--- config.mk ---
export PLATFORM = sky130hd
export DESIGN_NAME = qspi_flash_sequencer
export DESIGN_NICKNAME = d
export VERILOG_FILES = /design/src/rtl/qspi_flash_sequencer.sv
export SDC_FILE = /design/constraint.sdc
export NUM_CORES = 1
export LEC_CHECK = 0
export ABC_AREA = 1
export CORE_ASPECT_RATIO = 1.1
export CORE_MARGIN = 5
export CORE_UTILIZATION = 34
export CTS_CLUSTER_SIZE = 14
export DETAILED_ROUTE_END_ITERATION = 6
export PLACE_DENSITY = 0.69
export SYNTH_ARGS = -nofsm -noshare
export SYNTH_HDL_FRONTEND = slang
export SYNTH_SLANG_ARGS = --single-unit
--- constraint.sdc ---
create_clock -name clk -period 1.9 [get_ports clk]
set_clock_uncertainty 0.2 [all_clocks]
set_input_delay 0.38 -clock clk [delete_from_list [all_inputs] [get_ports clk]]
set_output_delay 0.38 -clock clk [all_outputs]
set_load 0.05 [all_outputs]
--- src/rtl/qspi_flash_sequencer.sv ---
// qspi_flash_sequencer: drives a qspi_serializer through complete SPI-NOR
// operations (READ 0x03, 4K ERASE 0x06+0x20, PAGE PROGRAM 0x06+0x02), polling
// RDSR (0x05) until WIP clears for erase/program.
// Optional feature macro: QSPI_SEQ_TIMEOUT_EN (poll timeout with rsp_err).
module qspi_flash_sequencer #(
    parameter int GAP_CYCLES     = 8,
    parameter int POLL_INTERVAL  = 64,
    parameter int TIMEOUT_CYCLES = 2**24
) (
    input  logic        clk,
    input  logic        rst_n,
    input  logic        req_valid,
    output logic        req_ready,
    input  logic [1:0]  req_op,
    input  logic [23:0] req_addr,
    input  logic [31:0] req_wdata,
    output logic        rsp_valid,
    output logic [31:0] rsp_rdata,
    output logic        rsp_err,
    output logic        seq_busy,
    output logic        ser_start,
    output logic [7:0]  ser_cmd,
    output logic [31:0] ser_addr,
    output logic        ser_addr_en,
    output logic        ser_data_en,
    output logic [1:0]  ser_data_size,
    output logic        ser_wr,
    output logic        ser_en_write,
    output logic [31:0] ser_wdata,
    input  logic        ser_busy,
    input  logic        ser_dataready,
    input  logic [31:0] ser_rdata
);
    typedef enum logic [2:0] {IDLE, ISSUE, GAP, POLL_WAIT, RESP} state_t;

    localparam int CNT_MAX = (GAP_CYCLES > POLL_INTERVAL) ? GAP_CYCLES : POLL_INTERVAL;
    localparam int CW      = $clog2(CNT_MAX + 1);
    localparam logic [CW-1:0] GAP_LOAD  = CW'(GAP_CYCLES);
    localparam logic [CW-1:0] POLL_LOAD = CW'(POLL_INTERVAL);
    localparam logic [CW-1:0] CNT_ONE   = CW'(1);
    localparam logic [1:0] OP_READ = 2'b00;
    localparam logic [1:0] OP_PROG = 2'b10;
    localparam logic [1:0] OP_BAD  = 2'b11;

    state_t          state, state_nx;
    logic [1:0]      op;
    logic [23:0]     addr;
    logic [31:0]     wdata;
    logic [1:0]      step;
    logic [CW-1:0]   cnt;
    logic            err;
    logic            idle_done;

    logic [7:0]      st_cmd;
    logic            st_addr_en, st_data_en, st_wr, st_poll;
    logic [1:0]      st_size;

    // Deselect window ends after the counter has seen enough consecutive idle cycles
    assign idle_done = !ser_busy && (cnt == CNT_ONE);

`ifdef QSPI_SEQ_TIMEOUT_EN
    localparam int TW = $clog2(TIMEOUT_CYCLES + 1);
    localparam logic [TW-1:0] T_LIM = TW'(TIMEOUT_CYCLES);
    logic [TW-1:0] tcnt;
    logic          timed_out;
    assign timed_out = (tcnt >= T_LIM);

    // Poll budget: cleared while idle, saturates at the limit
    always_ff @(posedge clk) begin
        if (!rst_n)
            tcnt <= '0;
        else if (state == IDLE)
            tcnt <= '0;
        else if (((state == ISSUE && st_poll) || state == POLL_WAIT) && !timed_out)
            tcnt <= tcnt + TW'(1);
    end
`else
    logic timed_out;
    assign timed_out = 1'b0;
`endif

    // Decode the current step of the captured operation into serializer fields
    always_comb begin
        st_cmd     = 8'h00;
        st_addr_en = 1'b0;
        st_data_en = 1'b0;
        st_wr      = 1'b0;
        st_poll    = 1'b0;
        st_size    = 2'b00;
        if (op == OP_READ) begin
            st_cmd     = 8'h03;
            st_addr_en = 1'b1;
            st_data_en = 1'b1;
            st_size    = 2'b11;
        end else begin
            case (step)
                2'd0: st_cmd = 8'h06;
                2'd1: begin
                    st_cmd     = (op == OP_PROG) ? 8'h02 : 8'h20;
                    st_addr_en = 1'b1;
                    st_data_en = (op == OP_PROG);
                    st_wr      = (op == OP_PROG);
                    st_size    = (op == OP_PROG) ? 2'b11 : 2'b00;
                end
                default: begin
                    st_cmd     = 8'h05;
                    st_data_en = 1'b1;
                    st_poll    = 1'b1;
                end
            endcase
        end
    end

    // State register
    always_ff @(posedge clk) begin
        if (!rst_n)
            state <= IDLE;
        else
            state <= state_nx;
    end

    // Next-state logic
    always_comb begin
        state_nx = state;
        case (state)
            IDLE:      if (req_valid) state_nx = (req_op == OP_BAD) ? RESP : ISSUE;
            ISSUE:     if (ser_dataready) begin
                           if (op == OP_READ)  state_nx = RESP;
                           else if (st_poll)   state_nx = ser_rdata[0] ? POLL_WAIT : RESP;
                           else                state_nx = GAP;
                       end
            GAP:       if (idle_done) state_nx = ISSUE;
            POLL_WAIT: if (timed_out) state_nx = RESP;
                       else if (idle_done) state_nx = ISSUE;
            RESP:      state_nx = IDLE;
            default:   state_nx = IDLE;
        endcase
    end

    // Request capture, step/counter sequencing and read-data latch
    always_ff @(posedge clk) begin
        if (!rst_n) begin
            op        <= 2'b00;
            addr      <= 24'h0;
            wdata     <= 32'h0;
            step      <= 2'd0;
            cnt       <= '0;
            err       <= 1'b0;
            rsp_rdata <= 32'h0;
        end else begin
            case (state)
                IDLE: if (req_valid) begin
                    op    <= req_op;
                    addr  <= req_addr;
                    wdata <= req_wdata;
                    step  <= 2'd0;
                    err   <= (req_op == OP_BAD);
                end
                ISSUE: if (ser_dataready) begin
                    if (op == OP_READ) rsp_rdata <= ser_rdata;
                    cnt <= st_poll ? POLL_LOAD : GAP_LOAD;
                end
                GAP: begin
                    if (ser_busy)            cnt  <= GAP_LOAD;
                    else if (cnt == CNT_ONE) step <= step + 2'd1;
                    else                     cnt  <= cnt - CNT_ONE;
                end
                POLL_WAIT: begin
                    if (timed_out)           err <= 1'b1;
                    else if (ser_busy)       cnt <= POLL_LOAD;
                    else if (cnt != CNT_ONE) cnt <= cnt - CNT_ONE;
                end
                default: ;
            endcase
        end
    end

    // Outputs: serializer fields only presented while issuing
    always_comb begin
        req_ready     = (state == IDLE);
        seq_busy      = (state != IDLE);
        rsp_valid     = (state == RESP);
        rsp_err       = (state == RESP) && err;
        ser_start     = (state == ISSUE);
        ser_cmd       = (state == ISSUE) ? st_cmd : 8'h00;
        ser_addr_en   = (state == ISSUE) && st_addr_en;
        ser_data_en   = (state == ISSUE) && st_data_en;
        ser_data_size = (state == ISSUE) ? st_size : 2'b00;
        ser_wr        = (state == ISSUE) && st_wr;
        ser_en_write  = (state == ISSUE) && st_wr;
        ser_addr      = {8'h00, addr};
        ser_wdata     = wdata;
    end
endmodule

# == After elaboration in Yosys (flattened, before gate mapping) ==
# Index checks and enable logic that the tools add are counted.
# classes
n_reduce_logical,19
muxes,35
n_addsub,2
n_eq_ne,16
# op_table
operator,n
7-bit two-way mux,6
3-bit two-way mux,7
7-bit one-hot mux with 3 select lines,1
8-bit two-way mux,2
2-bit two-way mux,7
6-bit one-hot mux with 2 select lines,1
3-bit one-hot mux with 3 select lines,1
4-bit AND reduction,2
"7-bit by 1-bit == test with 1-bit output, second input constant",1
1-bit two-way mux,7
"7-bit by 1-bit != test with 1-bit output, second input constant",1
"7-bit by 1-bit subtractor with 7-bit output, second input constant",1
"3-bit by 2-bit == test with 1-bit output, second input constant",2
6-bit two-way mux,1
"2-bit != test, second input constant",3
"3-bit != test, second input constant",2
3-bit AND reduction,2
3-bit nonzero test,2
1-bit logical AND,5
"2-bit == test, second input constant",2
2-bit logical NOT,2
"2-bit by 1-bit != test with 1-bit output, second input constant",2
2-bit one-hot mux with 2 select lines,1
2-bit OR reduction,2
9 further kinds,9
# totals
wordCells,80
reg_bits,103
out_inout_bits,115

# == Longest topological paths before layout ==
# depth
ltp_word,8
ltp_mapped,9
ltp_nobuf,9

# == Worst setup path after synthesis ==
# No wires, ideal clock.
# synth_path
path_kind,register to output
start,register state[2]
end,output ser_data_size[1]
arrival_ns,2.336
path_stages_with_launch,7
slack_ns,-1.016
path_cell_list,dfxtp_1 inv_2 nand2_1 nor2_4 clkinv_1 a21oi_1 buf_4
# synth_between
elab_chain_cells,2
# synth_lines
element,line_no,source
"start, declared",45,"state_t state, state_nx;"
"start signal, assigned",119,state <= state_nx;
3-bit by 1-bit == test with 1-bit output,n/a,
via ser_start,21,"output logic ser_start,"
2-bit two-way mux,188,ser_data_size = (state == ISSUE) ? st_size : 2'b00;
"end, declared",26,"output logic [1:0] ser_data_size,"
# The timed path passes the listed nets, and every way through them passes these cells.

# == Worst setup path in the final report ==
# layout_path
start,register state[2]
end,output ser_data_size[0]
# layout_between
elab_chain_cells,2
# layout_lines
element,line_no
3-bit by 1-bit == test with 1-bit output,188
2-bit two-way mux,188
# No other way between the ends.

==> summary.txt <==
Reg clk slew, reported paths = 0.07 ns
FMAX = 492 MHz
CP max FO = 5
CTS tree = done
Max IR drop VDD = 741 uV
layout cells sized above 1 = 25.2%
Fin Setup TNS = -1.11 ns
crit path DAT = 1.45 ns
final slew viol count = 0
RD Place Congestion = 0.895
Die Area = 15000 um2
diodes inserted = 0
CP top delay family = buffers and inverters
Post-Route WL = 13.6 mm
Post-Synth Adder-Cell Area = 1.45%
xor and xnor area share after synthesis = 0.203%
Residual DRC = 0
DR vias = 4500
Final ANT Viol Nets = 0
Setup Viol. Count Final = 10
Ports = 210
Critical Path RT = 1.32 ns
slowest CP cell = dfxtp_2
Initial Util = 34.3%
Nets = 869
DP Area = 6390 um2
Syn-to-layout area delta = 62.5%
Synth async-reset ratio = 0%
relative slew slack = 65.6%
largest family of logic cells by synthesized area = simple AND/OR/NAND/NOR gates
pwr/cell area = 1200 nW/um2
mean post-synth cell area = 7.56 um2
post-synthesis register bit count = 103
initial antenna violation count = 0
mux contribution to synthesized area = 0%
Core Area = 12500 um2
Yosys Warn Count = 0
most frequent cells in the layout = buf_4 (108), dfxtp_1 (98), clkdlybuf4s50_1 (93)
Buffers & Inverters on Critical Path = 3
clk_lat worst skew = 0.33 ns
number of DRC markers in iteration 0 = 186
DR pass1 iterations = 4
Post-synth top flop = dfxtp_1
max incr delay on CP = 0.33 ns
gr ovfl total = 0
Worst Max-Slew Pin Slew = 0.515 ns
final std cells w/o fill = 931
post-synthesis compound-gate area fraction = 13.6%
post-route cell area = 6990 um2
failing checks = negative setup slack
CTS Buffer Depth = 2
Yosys cell types = 28
Lkg Pwr = 0.00299 uW
RSZ-0062 raised after global routing = true
Placed Cells = 904
row count = 43
Setup WS post-layout = -0.132 ns
MaxCap Viol Count = 0
Simple-Gate Fraction of Synth Area = 27.0%
Post-synth EDFFs = 0
first-pass GRT wire length = 21.1 mm
Vias/cell = 4.83
Synth Instances = 569
reg2reg setup slack = 0.15 ns
critical path class = flop to primary output
post-layout min period = 2.03 ns
area occupied by registers = 2070 um2
area of the multi-input gates = 2060 um2
Seq/Total Area, Yosys = 47.9%
root buffer cell = clkbuf_16
min-delay worst type = flop to flop
Tot GR Track Use = 17.4%
Mapped Area = 4300 um2
Num Clock Sinks = 103
final hold vios = 0
critical path startpoint category = flop
status = complete, but fails checks
Port Buffers = 197
commonest non-fill, non-tap cell in the layout = buf_4
vias in the first global route = 4387
Die Ht = 128 um
H-tree Lvls = 3
die width = 117 um
CTS Buf Count = 9
Cell Chain, Critical Path = inv_2 -> nand2_4 -> nor2_4 -> clkinv_4 -> a21oi_4 -> buf_12
Worst Setup End Kind = primary output
Final HPWL DP = 9.89 mm
crit share post-route = 107%
Fillers = 1156
largest net degree at the start of global routing = 44
wire length per cell = 14.6 um
-- Yosys cell counts, types with 6 or more instances --
master	instances	area, um2
dfxtp_1	103	2060
nand2_1	94	353
nor2_1	91	342
a21oi_1	71	355
nand3_1	68	340
o21ai_0	30	150
buf_4	22	165
inv_1	19	71.3
clkbuf_1	15	56.3
o21ai_1	12	60.1
buf_2	7	35.0
buf_6	6	67.6
-- sequential cells by signal, summed over array words and instances (netlist names) --
signal,count
step,2
state,3
op,2
ser_wdata,32
rsp_rdata,32
cnt,7
err,1
addr,24
-- area by class of cell --
cell class / instances / area share, %
clock inverters: 6 / 1.32
clock buffers: 10 / 3.27
well taps: 157 / 2.81
inverters: 25 / 1.52
repair inverters: 1 / 0.0894
repair buffers: 227 / 31.9
flip-flops and latches: 103 / 29.6
multi-input cells: 402 / 29.4
-- where the power goes --
group | internal, uW | leakage (uW) | switching, uW | total [uW]
registers | 2460 | 0.000845 | 180 | 2640
logic | 1380 | 0.00200 | 2430 | 3810
clock network | 1160 | 0.000150 | 810 | 1970
total | 5010 | 0.00299 | 3410 | 8430
-- worst min-delay path: stages, from the launching register on --
cell and delay [ns]:
dfxtp_1 0.31, nand2_1 0.06, a21oi_1 0.05
-- cells by family after synthesis --
logic type,Yosys count
AO/OA/AOI/OAI,116
XOR/XNOR,1
adder cells (fa/ha/maj),5
buffers and inverters,75
flip-flops,103
other,1
AND/OR/NAND/NOR,268
-- repair_timing --
action                     CTS  global route
pin swaps                    6             4
setup buffers                8             2
gates resized for setup     27            17
setup endpoints to repair   12            87
gates cloned                 1             2
hold buffers                 0             0
-- layer usage --
metal  vias to the layer above  track usage [%]  share of wire [%]  wire length, um
met1                      2079             21.0                 42             5710
met3                        20             6.42                8.6             1170
met2                       164             27.9                 48             6470
met5                         -                0                  0                0
li1                       2237                -                  -                -
met4                         0             6.61                1.9              262
-- through the flow --
step | util [%] | power (uW) | setup slack (ns) | hold WS, ns
after floorplan | - | 4990 | -0.372 | 0.248
after global placement | 51.0 | 6130 | -0.134 | 0.247
after detailed placement | 51.0 | 6180 | -0.122 | 0.253
after CTS | 54.9 | 8300 | -0.151 | 0.245
after global routing | 55.8 | 8860 | -0.207 | 0.271
final | 55.8 | 8430 | -0.132 | 0.260
-- path summary, 6_finish.rpt --
kind | startpoint | endpoint | cells after the start
max reg2reg | state[2]$_SDFFE_PN0P_ | rsp_rdata[13]$_SDFFE_PN0P_ | 9
max | state[2]$_SDFFE_PN0P_ | ser_data_size[0] | 6
min reg2reg | addr[3]$_SDFFE_PN0P_ | addr[3]$_SDFFE_PN0P_ | 2
min | addr[3]$_SDFFE_PN0P_ | addr[3]$_SDFFE_PN0P_ | 2
Power figures use the tool's default switching activity.
